## src/rtl/canvas_reader.sv

```systemverilog
// Scans the 32x32 one-bit canvas RAM row by row, hands each packed row downstream
// over valid/ready, and accumulates ink count and bounding box for the whole scan.
`timescale 1ns/1ps
module canvas_reader (
   input  logic        clk,
   input  logic        rst_n,
   input  logic        start,
   output logic        rd_en,
   output logic [9:0]  rd_addr,
   input  logic        rd_data,
   output logic        row_valid,
   input  logic        row_ready,
   output logic [4:0]  row_idx,
   output logic [31:0] row_data,
   output logic        busy,
   output logic        done,
   output logic [10:0] ink_count,
   output logic [4:0]  min_x,
   output logic [4:0]  max_x,
   output logic [4:0]  min_y,
   output logic [4:0]  max_y,
   output logic        empty
);

   typedef enum logic [1:0] {IDLE, READ, OUT, DONE} state_t;

   state_t      state, state_next;
   logic [5:0]  col;          // bit 5 set once all 32 reads of the row are issued
   logic [4:0]  row;
   logic        cap_valid;
   logic [4:0]  cap_col;
   logic [31:0] row_bits;
   logic [10:0] acc_count;
   logic [4:0]  acc_min_x, acc_max_x, acc_min_y, acc_max_y;
   logic        handshake;

   assign rd_en     = (state == READ) && !col[5];
   assign rd_addr   = rd_en ? {row, col[4:0]} : 10'd0;
   assign row_valid = (state == OUT);
   assign row_idx   = row;
   assign row_data  = row_bits;
   assign busy      = (state != IDLE);
   assign done      = (state == DONE);
   assign handshake = row_valid && row_ready;

   always_ff @(posedge clk or negedge rst_n) begin
      if (!rst_n) state <= IDLE;
      else        state <= state_next;
   end

   always_comb begin
      state_next = state;
      case (state)
         IDLE: if (start) state_next = READ;
         READ: if (cap_valid && (cap_col == 5'd31)) state_next = OUT;
         OUT:  if (handshake) state_next = (row == 5'd31) ? DONE : READ;
         DONE: state_next = IDLE;
         default: state_next = IDLE;
      endcase
   end

   always_ff @(posedge clk or negedge rst_n) begin
      if (!rst_n) begin
         col       <= '0;
         row       <= '0;
         cap_valid <= 1'b0;
         cap_col   <= '0;
         row_bits  <= '0;
         acc_count <= '0;
         acc_min_x <= 5'd31;
         acc_max_x <= '0;
         acc_min_y <= 5'd31;
         acc_max_y <= '0;
         ink_count <= '0;
         min_x     <= '0;
         max_x     <= '0;
         min_y     <= '0;
         max_y     <= '0;
         empty     <= 1'b1;
      end else begin
         cap_valid <= rd_en;
         cap_col   <= col[4:0];
         if (rd_en) col <= col + 6'd1;

         if (state == IDLE && start) begin
            col       <= '0;
            row       <= '0;
            cap_valid <= 1'b0;
            row_bits  <= '0;
            acc_count <= '0;
            acc_min_x <= 5'd31;
            acc_max_x <= '0;
            acc_min_y <= 5'd31;
            acc_max_y <= '0;
         end

         if (cap_valid) begin
            row_bits[cap_col] <= rd_data;
            if (rd_data) begin
               acc_count <= acc_count + 11'd1;
               if (cap_col < acc_min_x) acc_min_x <= cap_col;
               if (cap_col > acc_max_x) acc_max_x <= cap_col;
               if (row < acc_min_y)     acc_min_y <= row;
               if (row > acc_max_y)     acc_max_y <= row;
            end
         end

         if (handshake) begin
            col <= '0;
            if (row != 5'd31) begin
               row <= row + 5'd1;
            end else begin
               // Publish on entry to DONE so the stats are already valid during the done pulse
               ink_count <= acc_count;
               empty     <= (acc_count == 11'd0);
               min_x     <= (acc_count == 11'd0) ? 5'd0 : acc_min_x;
               max_x     <= (acc_count == 11'd0) ? 5'd0 : acc_max_x;
               min_y     <= (acc_count == 11'd0) ? 5'd0 : acc_min_y;
               max_y     <= (acc_count == 11'd0) ? 5'd0 : acc_max_y;
            end
         end
      end
   end

endmodule

```

## config.mk

```make
export PLATFORM = sky130hd
export DESIGN_NAME = canvas_reader
export DESIGN_NICKNAME = d
export VERILOG_FILES = /design/src/rtl/canvas_reader.sv
export SDC_FILE = /design/constraint.sdc
export NUM_CORES = 1
export LEC_CHECK = 0
export CAP_MARGIN = 20
export CORE_AREA = 2 2 108 100
export DETAILED_ROUTE_END_ITERATION = 10
export DIE_AREA = 0 0 110 102
export GPL_ROUTABILITY_DRIVEN = 0
export PLACE_DENSITY = 0.86
export REMOVE_ABC_BUFFERS = 1
export SYNTH_ARGS = -nofsm -noshare
export SYNTH_HDL_FRONTEND = slang
export SYNTH_SLANG_ARGS = --single-unit
```

## constraint.sdc

```tcl
create_clock -name clk -period 3.6 [get_ports clk]
set_input_delay 0.54 -clock clk [delete_from_list [all_inputs] [get_ports clk]]
set_output_delay 0.54 -clock clk [all_outputs]
set_load 0.05 [all_outputs]
```

==> flow_metrics.py <==
metrics = {
    "sta": {
        "drv_slew": 0,
        "post-route-period-util_pct": 89.9,
        "hold_violations": 0,
        "fin_setup_tns_ps": 0,
        "setup_viol": 0,
        "worst_slew_pin_slew_ps": 982,
        "timing.fmax_mhz": 309,
        "relSlewSlack_pct": 34.5,
        "min_period_ps": 3240,
        "rsz0062_at_grt": "no",
        "fin_skew_ps": 6.54,
    },
    "clock_tree": {
        "path_clk_slew_ps": 60,
        "tritoncts": "yes",
        "clockBufferDepth": 2,
        "clock_sinks": 114,
        "cts_resized": 0,
        "clock_latency_ps": 530,
        "cts_made_buffers": 17,
        "cts-root-buf": "clkbuf_8",
        "cts_setup_buffers": 0,
        "cts_htree_levels": 4,
        "cts-hold-fix-buffers": 0,
    },
    "drt": {
        "drt_pre_antenna_iters": 5,
        "antenna_left": 0,
        "drc": 0,
        "drtIter0Drc": 373,
        "drt-total-wl_um": 14500,
        "via_per_inst": 6.16,
        "wl_per_cell_um": 19.4,
        "vias": 4612,
    },
    "yosys": {
        "synth_top_area_cell": "dfrtp_1",
        "ys_top_cells_by_area": "dfrtp_1, dfstp_2, ha_1",
        "ys_top_cells_by_count": "dfrtp_1, nand2_1, nand3_1",
        "async_flop_share_pct": 100,
        "synthMuxAreaShare_pct": 5.37,
        "synth_cell_types": 43,
        "syn_area_mm2": 0.00540,
        "ys_seq_area_share_pct": 53.1,
        "synth_edf_count": 0,
        "synth_xor_xnor_area_share_pct": 0.973,
        "synth-simple-area-share_pct": 16.5,
        "synth_compound_gate_area_share_pct": 13.9,
        "yosys.area_share.adder_pct": 5.33,
        "synthCells": 521,
        "ys.flop_type": "dfrtp_1",
        "synth_top_area_share_pct": 47.7,
        "yosysWarnings": 0,
        "synth_top_family_by_area": "simple AND/OR/NAND/NOR gates",
        "syn_area_per_cell_um2": 10.4,
        "synth.most_common_cell": "dfrtp_1",
        "synth_seq_cells": 114,
    },
    "placement": {
        "port_buffers": 87,
        "dp_hpwl_um": 9340,
    },
    "setup_path": {
        "setup.worst_path.end_class": "primary output",
        "worstPathRequired_ps": 3060,
        "critPathMaxFanout": 12,
        "worstSetupPathType": "flop to primary output",
        "start_kind": "flop",
        "worstPathArrival_ps": 2700,
    },
    "power": {
        "power_density_mw_per_mm2": 982,
        "ir_drop_uv": 784,
        "p_clk_share_pct": 25.5,
        "p_leak_nw": 3.19,
        "p_int_mw": 3.86,
        "switchingPower_mw": 3.01,
        "swShare_pct": 43.7,
        "seq_power_share_pct": 30.7,
        "comb_power_share_pct": 43.8,
    },
    "grt": {
        "grt-ovfl-total": 0,
        "grt_max_degree": 78,
        "grt_pass1_vias": 4642,
        "grt_pass1_wl_um": 23100,
        "grt_usage_pct": 27.2,
        "antenna_found_initial": 0,
    },
    "finish": {
        "drive_gt1_share_pct": 11.1,
        "diodes": 0,
        "final_nets": 635,
        "utilization_pct": 69.7,
        "synthToLayoutAreaGrowth_pct": 29.5,
    },
    "floorplan": {
        "coreArea_mm2": 0.0100,
        "start_util_pct": 53.9,
        "die_w_um": 110,
        "pin_count": 88,
        "dieArea_mm2": 0.0112,
        "die_h_um": 102,
        "num_rows": 35,
    },
    "flow_run": {
        "drv_cap": 0,
    },
    "hold_path": {
        "hold_path_class": "input pin to async pin",
    },
    "run_status": {
        "status": "finished, final reports clean",
    },
}
stage by stage:
stage	hold WS, ps	setup WS [ps]	cell area (um2)	power (mW)	cells
2_1_floorplan	244	296	5270	4.01	493
3_3_place_gp	432	974	6380	4.87	717
3_5_place_dp	443	943	6380	5.03	717
4_1_cts	205	374	6990	6.82	749
5_1_grt	256	276	6990	7.16	749
6_report	179	362	6990	6.87	749
power by group through the flow:
stage	Sequential [mW]	Clock, mW	Combinational, mW
final	2.11	1.75	3.01
after global routing	2.14	1.82	3.21
after CTS	2.08	1.75	2.99
after detailed placement	2.10	0	2.93
after global placement	2.08	0	2.79
after floorplan	2.53	0	1.48
flip-flops by register name, summed over array words and instances, names as in the netlist:
name / count
row_data: 32
acc_max_y: 5
cap_valid: 1
min_y: 5
cap_col: 5
max_x: 5
empty: 1
acc_min_x: 5
col: 6
row_idx: 5
state: 2
ink_count: 11
min_x: 5
acc_max_x: 5
max_y: 5
acc_count: 11
acc_min_y: 5
worst max-delay path, cell delays in order, from the launching register on:
cell	delay, ps
dfrtp_1	540
nor3b_2	430
buf_4	240
and2_1	160
clkdlybuf4s50_1	800
routing by layer:
| metal | part of all wire (%) | up-vias | GRT usage [%] |
|---|---|---|---|
| met1 | 39 | 2283 | 34.6 |
| met3 | 8.3 | 50 | 6.76 |
| met2 | 50 | 251 | 43.8 |
| met4 | 2.6 | 0 | 13.0 |
| met5 | 0 | - | 0 |
| li1 | - | 2028 | - |
cell usage in the layout (no fill, tap or decap), types with 5 or more instances in the layout:
master / Yosys / final
a21oi_1: 5 / 5
a22o_1: 25 / 25
and2_1: 12 / 12
buf_4: 2 / 8
clkbuf_16: 0 / 16
clkdlybuf4s50_1: 0 / 86
clkinv_2: 0 / 6
dfrtp_1: 103 / 103
dfstp_2: 11 / 11
ha_1: 23 / 23
inv_1: 33 / 33
mux2_2: 8 / 8
mux2i_1: 20 / 20
nand2_1: 65 / 65
nand3_1: 45 / 45
nand4_1: 7 / 7
nor2_1: 30 / 30
nor3_1: 8 / 8
o211ai_1: 33 / 33
o21ai_0: 19 / 19
o31ai_1: 5 / 5
kinds of logic (layout without fill, tap and decap cells):
logic type | after synthesis | after routing
AO/OA/AOI/OAI | 102 | 102
XOR/XNOR | 6 | 6
adder cells (fa/ha/maj) | 23 | 23
buffers and inverters | 62 | 161
flip-flops | 114 | 114
multiplexers | 28 | 28
AND/OR/NAND/NOR | 186 | 186
path summary, 6_finish.rpt:
check,startpoint,endpoint,slack (ps),cells past startpoint
hold reg to reg,col[4]$_DFFE_PN0P_,cap_col[4]$_DFF_PN0_,470,0
setup / recovery,state[0]$_DFFE_PN0P_,rd_addr[3],360,4
max in group asynchronous,rst_n,acc_min_x[4]$_DFF_PN1_,2620,2
setup reg to reg,row_idx[1]$_DFF_PN0_,min_y[4]$_DFFE_PN0P_,1390,7
min in group clk,col[4]$_DFFE_PN0P_,cap_col[4]$_DFF_PN0_,470,0
hold / removal,rst_n,row_idx[0]$_DFF_PN0_,180,1
cell type report:
cell class,count,area [um2]
clock buffers,21,459
inverters,34,128
well taps,129,161
multi-input cells,345,2280
flip-flops and latches,114,2870
fillers,692,3040
clock inverters,11,158
repair buffers,95,941
(Power assumes the default switching activity.)
